`config.mk`:
```
export PLATFORM = sky130hd
export DESIGN_NAME = ebox_store_buffer_flat
export DESIGN_NICKNAME = d
export VERILOG_FILES = /design/src/rtl/ebox_store_buffer_if.sv /design/src/rtl/ebox_store_buffer.sv /design/src/flat_wrapper.sv
export SDC_FILE = /design/constraint.sdc
export NUM_CORES = 1
export LEC_CHECK = 0
export ABC_AREA = 1
export CORE_UTILIZATION = 30
export DETAILED_ROUTE_END_ITERATION = 16
export HOLD_SLACK_MARGIN = 0.02
export PLACE_DENSITY = 0.48
export SKIP_LAST_GASP = 1
export SLEW_MARGIN = 10
export SYNTH_ARGS = -nofsm -noshare
export SYNTH_HDL_FRONTEND = slang
export SYNTH_SLANG_ARGS = --single-unit
```
`constraint.sdc`:
```
create_clock -name eboxClk -period 6.3 [get_ports eboxClk]
set_input_delay 1.26 -clock eboxClk [delete_from_list [all_inputs] [get_ports eboxClk]]
set_output_delay 1.26 -clock eboxClk [all_outputs]
set_load 0.05 [all_outputs]
```
`src/rtl/ebox_store_buffer_if.sv`:
```
// ebox_store_buffer_if -- bus between the EBOX, the store buffer and the MBOX.
// Groups the store, drain (req/ack) and load-hazard signals. The master
// modport is the EBOX/MBOX side and the slave modport is the buffer.
// Optional feature macro: EBOX_STBUF_PARITY_EN adds mbParity and injParity.
interface ebox_store_buffer_if #(
    parameter int DEPTH  = 4,
    parameter int ADDR_W = 22
);
    localparam int CNT_W = $clog2(DEPTH) + 1;

    // Store side
    logic              stWrite;
    logic [ADDR_W-1:0] stAddr;
    logic [35:0]       stData;
    logic [1:0]        stHalf;
    logic              stFull;
    logic              stEmpty;
    logic [CNT_W-1:0]  stCount;
    logic              errOverflow;

    // Drain side
    logic              mbReq;
    logic [ADDR_W-1:0] mbAddr;
    logic [35:0]       mbData;
    logic [1:0]        mbHalf;
    logic              mbAck;

    // Load hazard check
    logic              ldCheck;
    logic [ADDR_W-1:0] ldAddr;
    logic              ldHazard;

`ifdef EBOX_STBUF_PARITY_EN
    logic              mbParity;
    logic              injParity;

    modport master (
        output stWrite, stAddr, stData, stHalf, mbAck, ldCheck, ldAddr, injParity,
        input  stFull, stEmpty, stCount, errOverflow,
        input  mbReq, mbAddr, mbData, mbHalf, ldHazard, mbParity
    );

    modport slave (
        input  stWrite, stAddr, stData, stHalf, mbAck, ldCheck, ldAddr, injParity,
        output stFull, stEmpty, stCount, errOverflow,
        output mbReq, mbAddr, mbData, mbHalf, ldHazard, mbParity
    );
`else
    modport master (
        output stWrite, stAddr, stData, stHalf, mbAck, ldCheck, ldAddr,
        input  stFull, stEmpty, stCount, errOverflow,
        input  mbReq, mbAddr, mbData, mbHalf, ldHazard
    );

    modport slave (
        input  stWrite, stAddr, stData, stHalf, mbAck, ldCheck, ldAddr,
        output stFull, stEmpty, stCount, errOverflow,
        output mbReq, mbAddr, mbData, mbHalf, ldHazard
    );
`endif

endinterface

```
`src/rtl/ebox_store_buffer.sv`:
```
// ebox_store_buffer -- posted-write buffer between the EBOX and the MBOX.
// Circular buffer of DEPTH entries drained in order over mbReq/mbAck.
// Back-to-back stores to the newest (non-head) entry's address are merged
// halfword-wise, and ldHazard flags loads that hit any pending entry.
// Data bit numbering: EDP bit 0 (MSB) is vector bit 35, so the left
// halfword (bits 0:17, stHalf[1]) is stData[35:18] and the right halfword
// (bits 18:35, stHalf[0]) is stData[17:0].
// Optional feature macro: EBOX_STBUF_PARITY_EN (stored odd parity per entry).
module ebox_store_buffer #(
    parameter int DEPTH  = 4,
    parameter int ADDR_W = 22
) (
    input  logic               eboxClk,
    input  logic               eboxReset,
    ebox_store_buffer_if.slave bus
);

    localparam int PTR_W = $clog2(DEPTH);
    localparam int CNT_W = PTR_W + 1;

    if (DEPTH < 2 || (DEPTH & (DEPTH - 1)) != 0) begin : g_bad_depth
        $error("ebox_store_buffer: DEPTH must be a power of 2 and at least 2");
    end

    typedef struct packed {
        logic [ADDR_W-1:0] addr;
        logic [35:0]       data;
        logic [1:0]        half;
    } entry_t;

    entry_t           mem_q [DEPTH];
    logic [PTR_W-1:0] head_q, head_d;
    logic [PTR_W-1:0] tail_q, tail_d;
    logic [CNT_W-1:0] count_q, count_d;
    logic             err_q, err_d;

    logic [PTR_W-1:0] newest_ptr;
    entry_t           newest;
    entry_t           merged;
    entry_t           pushed;
    logic             is_full;
    logic             st_valid;
    logic             do_merge;
    logic             do_push;
    logic             do_pop;
    logic             hazard;

`ifdef EBOX_STBUF_PARITY_EN
    logic             par_q [DEPTH];
`endif

    // Decode this edge's action: merge into newest, push, drop, and/or pop.
    always_comb begin
        // NOTE: every always_comb output gets a default first so no path leaves it unassigned and infers a latch.
        newest_ptr = tail_q - PTR_W'(1);
        newest     = mem_q[newest_ptr];
        is_full    = (count_q == CNT_W'(DEPTH));
        st_valid   = bus.stWrite && (bus.stHalf != 2'b00);
        // The head is already on the MBOX bus, so a merge needs a newest entry behind it.
        do_merge   = st_valid && (count_q >= CNT_W'(2)) && (newest.addr == bus.stAddr);
        do_push    = st_valid && !do_merge && !is_full;
        do_pop     = (count_q != '0) && bus.mbAck;

        merged      = newest;
        merged.half = newest.half | bus.stHalf;
        if (bus.stHalf[1]) merged.data[35:18] = bus.stData[35:18];
        if (bus.stHalf[0]) merged.data[17:0]  = bus.stData[17:0];

        pushed = '{addr: bus.stAddr, data: bus.stData, half: bus.stHalf};
    end

    // Next-state for pointers, occupancy and the sticky overflow flag.
    always_comb begin
        head_d  = head_q + PTR_W'(do_pop);
        tail_d  = tail_q + PTR_W'(do_push);
        err_d   = err_q | (st_valid && !do_merge && is_full);
        count_d = count_q;
        case ({do_push, do_pop})
            2'b10:   count_d = count_q + CNT_W'(1);
            2'b01:   count_d = count_q - CNT_W'(1);
            default: count_d = count_q;
        endcase
    end

    // Control state register; reset discards every entry, including one in flight.
    always_ff @(posedge eboxClk or posedge eboxReset) begin
        // NOTE: sequential state uses non-blocking assignments so all registers update from pre-edge values.
        if (eboxReset) begin
            head_q  <= '0;
            tail_q  <= '0;
            count_q <= '0;
            err_q   <= 1'b0;
        end else begin
            head_q  <= head_d;
            tail_q  <= tail_d;
            count_q <= count_d;
            err_q   <= err_d;
        end
    end

    // Entry storage: write a new entry at tail or fold a merge into the newest entry.
    always_ff @(posedge eboxClk) begin
        // NOTE: entry contents are not reset; occupancy alone defines validity, so a reset here buys nothing.
        if (do_push) begin
            mem_q[tail_q] <= pushed;
        end else if (do_merge) begin
            mem_q[newest_ptr] <= merged;
        end
    end

`ifdef EBOX_STBUF_PARITY_EN
    // Stored odd parity: computed at push (optionally inverted), recomputed on merge.
    always_ff @(posedge eboxClk) begin
        if (do_push) begin
            par_q[tail_q] <= ~(^bus.stData) ^ bus.injParity;
        end else if (do_merge) begin
            par_q[newest_ptr] <= ~(^merged.data);
        end
    end

    assign bus.mbParity = par_q[head_q];
`endif

    // Load hazard: compare ldAddr against every occupied slot, head included.
    always_comb begin
        hazard = 1'b0;
        for (int i = 0; i < DEPTH; i++) begin
            if ({1'b0, PTR_W'(i) - head_q} < count_q && mem_q[i].addr == bus.ldAddr) begin
                hazard = 1'b1;
            end
        end
    end

    assign bus.ldHazard    = bus.ldCheck && hazard;
    assign bus.mbReq       = (count_q != '0);
    assign bus.mbAddr      = mem_q[head_q].addr;
    assign bus.mbData      = mem_q[head_q].data;
    assign bus.mbHalf      = mem_q[head_q].half;
    assign bus.stCount     = count_q;
    assign bus.stFull      = (count_q == CNT_W'(DEPTH));
    assign bus.stEmpty     = (count_q == '0);
    assign bus.errOverflow = err_q;

endmodule

```
`src/flat_wrapper.sv`:
```
// flat-port wrapper written by rule: the top's interface ports become plain ports
module ebox_store_buffer_flat 
#(
    parameter int DEPTH  = 4,
    parameter int ADDR_W = 22
)
  (eboxClk, eboxReset, bus_stWrite, bus_stAddr, bus_stData, bus_stHalf, bus_mbAck, bus_ldCheck, bus_ldAddr, bus_stFull, bus_stEmpty, bus_stCount, bus_errOverflow, bus_mbReq, bus_mbAddr, bus_mbData, bus_mbHalf, bus_ldHazard);
  ebox_store_buffer_if #(.DEPTH(DEPTH), .ADDR_W(ADDR_W)) bus_i ();
  input  logic eboxClk;
  input  logic eboxReset;
  input wire logic [$bits(bus_i.stWrite)-1:0] bus_stWrite;
  input wire logic [$bits(bus_i.stAddr)-1:0] bus_stAddr;
  input wire logic [$bits(bus_i.stData)-1:0] bus_stData;
  input wire logic [$bits(bus_i.stHalf)-1:0] bus_stHalf;
  input wire logic [$bits(bus_i.mbAck)-1:0] bus_mbAck;
  input wire logic [$bits(bus_i.ldCheck)-1:0] bus_ldCheck;
  input wire logic [$bits(bus_i.ldAddr)-1:0] bus_ldAddr;
  output wire logic [$bits(bus_i.stFull)-1:0] bus_stFull;
  output wire logic [$bits(bus_i.stEmpty)-1:0] bus_stEmpty;
  output wire logic [$bits(bus_i.stCount)-1:0] bus_stCount;
  output wire logic [$bits(bus_i.errOverflow)-1:0] bus_errOverflow;
  output wire logic [$bits(bus_i.mbReq)-1:0] bus_mbReq;
  output wire logic [$bits(bus_i.mbAddr)-1:0] bus_mbAddr;
  output wire logic [$bits(bus_i.mbData)-1:0] bus_mbData;
  output wire logic [$bits(bus_i.mbHalf)-1:0] bus_mbHalf;
  output wire logic [$bits(bus_i.ldHazard)-1:0] bus_ldHazard;
  assign bus_i.stWrite = bus_stWrite;
  assign bus_i.stAddr = bus_stAddr;
  assign bus_i.stData = bus_stData;
  assign bus_i.stHalf = bus_stHalf;
  assign bus_i.mbAck = bus_mbAck;
  assign bus_i.ldCheck = bus_ldCheck;
  assign bus_i.ldAddr = bus_ldAddr;
  assign bus_stFull = bus_i.stFull;
  assign bus_stEmpty = bus_i.stEmpty;
  assign bus_stCount = bus_i.stCount;
  assign bus_errOverflow = bus_i.errOverflow;
  assign bus_mbReq = bus_i.mbReq;
  assign bus_mbAddr = bus_i.mbAddr;
  assign bus_mbData = bus_i.mbData;
  assign bus_mbHalf = bus_i.mbHalf;
  assign bus_ldHazard = bus_i.ldHazard;
  ebox_store_buffer #(.DEPTH(DEPTH), .ADDR_W(ADDR_W)) u_core (.eboxClk(eboxClk), .eboxReset(eboxReset), .bus(bus_i));
endmodule
```
==> metrics.yaml <==
slew_violations: 0
drt_pass1_iterations: 6
wl_per_cell_um: 21.64
grt_max_degree: 56
syn-num-nets: 1567
avgSynthCellArea_sq_um: 9.093
worst-r2r-cell-count: 16
cts_tree: "done"
max_stage_delay_ns: 0.87
path_clk_slew_ns: 0.06
cts_buffers: 29
critPathLaunchType: "flip-flop"
drv_cap: 0
outcome: "completed"
cts_buffer_depth: 3
hold_class: "flip-flop to flip-flop"
grt_pass1_vias: 11160
layout.nets: 1681
die_x_um: 213.2
power.leakage_nw: 6.303
area_growth_pct: 22.55
setup_viol: 0
layout-drive-gt1-share_pct: 5.296
hold_buffers: 0
fin_util_pct: 37.17
cts_max_level: 1
worst_ir_drop_vdd_v: 0.0003212
min_from: "u_core.bus.errOverflow"
seq_area_frac_synth_pct: 55.34
pin_count: 155
synth-seq-cells: 248
finalCritPeriodShare_pct: 80.14
r2r_slack_ns: 1.92
cts.repair.resized: 0
grt_pass1_wl_um: 69700
fmax_mhz: 198.1
insertion_delay_ns: 0.58
finalWirelength_um: 47560
final_antenna_net_count: 0
hold_end: "u_core.bus.errOverflow"
async_flop_share_pct: 3.226
whs_ns: 0.5113
criticalPathCategory: "flip-flop to output port"
start_util_pct: 30.34
cts_setup_buffers: 0
power_density_mw_per_mm2: 537.4
slowest_stage: "clkdlybuf4s50_1"
root_buffer: "clkbuf_16"
die_area_sq_mm: 0.04547
gp_congestion: 0.8761
track_usage_pct: 20.83
hold-path-cell-count: 1
synth_area_sq_mm: 0.01339
tns_ns: 0
grt_antenna_before_repair: 1
drc: 0
drt-initial-drc-count: 929
min_period_ns: 5.049
dp.cells: 2147
rsz0062_at_grt: "false"
vias: 11280
clock-sinks: 248
hold_viol: 0
r2r_start: "u_core.tail_q[0]"
design.core.area_sq_mm: 0.04412
fillers: 4510
end_kind: "output port"
hpwl_um: 30060
cp_max_fo: 50
port_buffers: 154
synth-edff-count: 240
tightest_slew_ns: 1.082
grt.overflow.total: 0
fin_worst_skew_ns: 0.01602
critical_path_required_ns: 5.04
layout.cells.non_filler: 2198
cp_data_arrival_time_ns: 3.79
viasPerCell: 5.132
yosys.cell_types.count: 40
synth_cells: 1472
synth_ff_type: "edfxtp_1"
relSlewSlack_pct: 27.68
ys_warn_count: 0
rr_endpoint: "u_core.mem_q[2][49]"
die_h_um: 213.2
num_rows: 77
crit_chain: "inv_2 -> buf_4 -> nand2_1 -> o221ai_1 -> clkdlybuf4s50_1"
[cell families after synthesis]
| logic type | Yosys count | share of synthesized area [%] |
|---|---|---|
| simple gates | 707 | 21.91 |
| flops | 248 | 55.34 |
| fa+ha+maj | 8 | 0.8039 |
| buf+inv | 223 | 6.627 |
| xor+xnor | 59 | 3.861 |
| compound gates | 227 | 11.46 |
[final cells by class]
type	instances	area, sq um	share of cell area [%]
timing repair buffer	178	1732	10.56
tap	592	740.7	4.516
antenna	1	2.502	0.01526
sequential	248	7411	45.18
clock inverter	9	81.33	0.4958
inverter	128	481.7	2.937
multi-input combinational	1001	5144	31.36
clock buffer	41	810.8	4.943
[worst max-delay path, delay by kind of cell (launching register included)]
family	cells	cell delay, ns
AO/OA/AOI/OAI	1	0.52
buffers and inverters	3	1.62
flip-flops	1	0.39
AND/OR/NAND/NOR	1	0.67
[state kept, by name, summed over array words and instances (netlist names)]
name and cells:
u_core.head_q 2, u_core.mem_q 240, u_core.bus.stCount 3, u_core.tail_q 2, u_core.bus.errOverflow 1
[report_power, final]
group          switching (mW)  leakage [nW]  total [mW]  internal, mW
clock network           0.683         0.431        1.61         0.929
logic                    3.47          3.60        4.86          1.38
registers               0.234          2.28        2.35          2.11
total                    4.39          6.30        8.81          4.42
[cells in the final DEF, fill, tap and decap left out, types with 3 or more instances in the layout]
cell type,netlist,routed
dfrtp_2,0,3
a31oi_1,6,6
clkbuf_1,74,8
o21ai_0,36,36
xor2_1,21,21
inv_2,2,4
nand3b_1,4,4
clkinv_1,2,6
a21oi_1,33,33
and2_1,3,3
o22ai_1,23,23
nor2_1,178,171
clkdlybuf4s50_1,0,153
buf_4,2,24
o21bai_1,3,3
dfrtp_1,8,5
clkbuf_16,0,29
nand2_2,3,3
o2111ai_1,3,3
nor3_1,13,13
ha_1,7,7
nand3_1,133,133
a221oi_1,3,3
o221ai_1,24,24
clkbuf_8,0,4
nand4_1,16,16
a22oi_1,70,70
xnor2_1,38,38
or2_2,3,3
nor2_4,1,8
nand2_1,351,351
edfxtp_1,240,240
o211ai_1,23,23
inv_1,123,122
[per-layer routing]
layer	routed length [um]	global-route usage, %	vias up
li1	-	-	5319
met3	3253	3.177	63
met4	904	4.828	0
met1	21040	28.36	5455
met2	22360	34.70	443
met5	0	0	-
[Yosys cell counts (2+ instances only)]
cell       count  share of area, %
a21oi_1       33               1.2
a221oi_1       3              0.20
a22oi_1       70               3.9
a31oi_1        6              0.28
and2_1         3              0.14
buf_1          6              0.17
buf_2          9              0.34
buf_4          2              0.11
buf_6          4              0.34
clkbuf_1      74               2.1
clkinv_1       2             0.056
dfrtp_1        8               1.5
edfxtp_1     240                54
ha_1           7              0.65
inv_1        123               3.4
inv_2          2             0.056
nand2_1      351               9.8
nand2_2        3              0.14
nand3_1      133               5.0
nand3b_1       4              0.22
nand4_1       16              0.75
nor2_1       178               5.0
nor3_1        13              0.49
o2111ai_1      3              0.20
o211ai_1      23               1.3
o21ai_0       36               1.3
o21bai_1       3              0.17
o221ai_1      24               1.6
o22ai_1       23               1.1
or2_2          3              0.14
xnor2_1       38               2.5
xor2_1        21               1.4
[metrics by stage]
step	power (mW)	setup WS [ns]	area [sq um]
after floorplan	5.425	0.9590	13390
after global placement	7.252	1.721	15510
after detailed placement	7.233	1.685	15510
after CTS	8.871	1.181	16400
after global routing	9.267	1.083	16400
final	8.815	1.251	16400
[worst max-delay path by stage]
stage               cells after the start  slack [ns]                   to        startpoint
floorplan                              12        0.96   u_core.mem_q[1][0]     bus_stHalf[1]
global placement                       12        1.72  u_core.mem_q[2][49]     bus_stHalf[1]
detailed placement                     12        1.68  u_core.mem_q[2][49]     bus_stHalf[1]
CTS                                     5        1.18        bus_mbAddr[0]  u_core.head_q[0]
global route                            5        1.08        bus_mbAddr[0]  u_core.head_q[0]
finish                                  5        1.25        bus_mbAddr[0]  u_core.head_q[0]
Note: power is estimated with default switching activity, not from simulation.
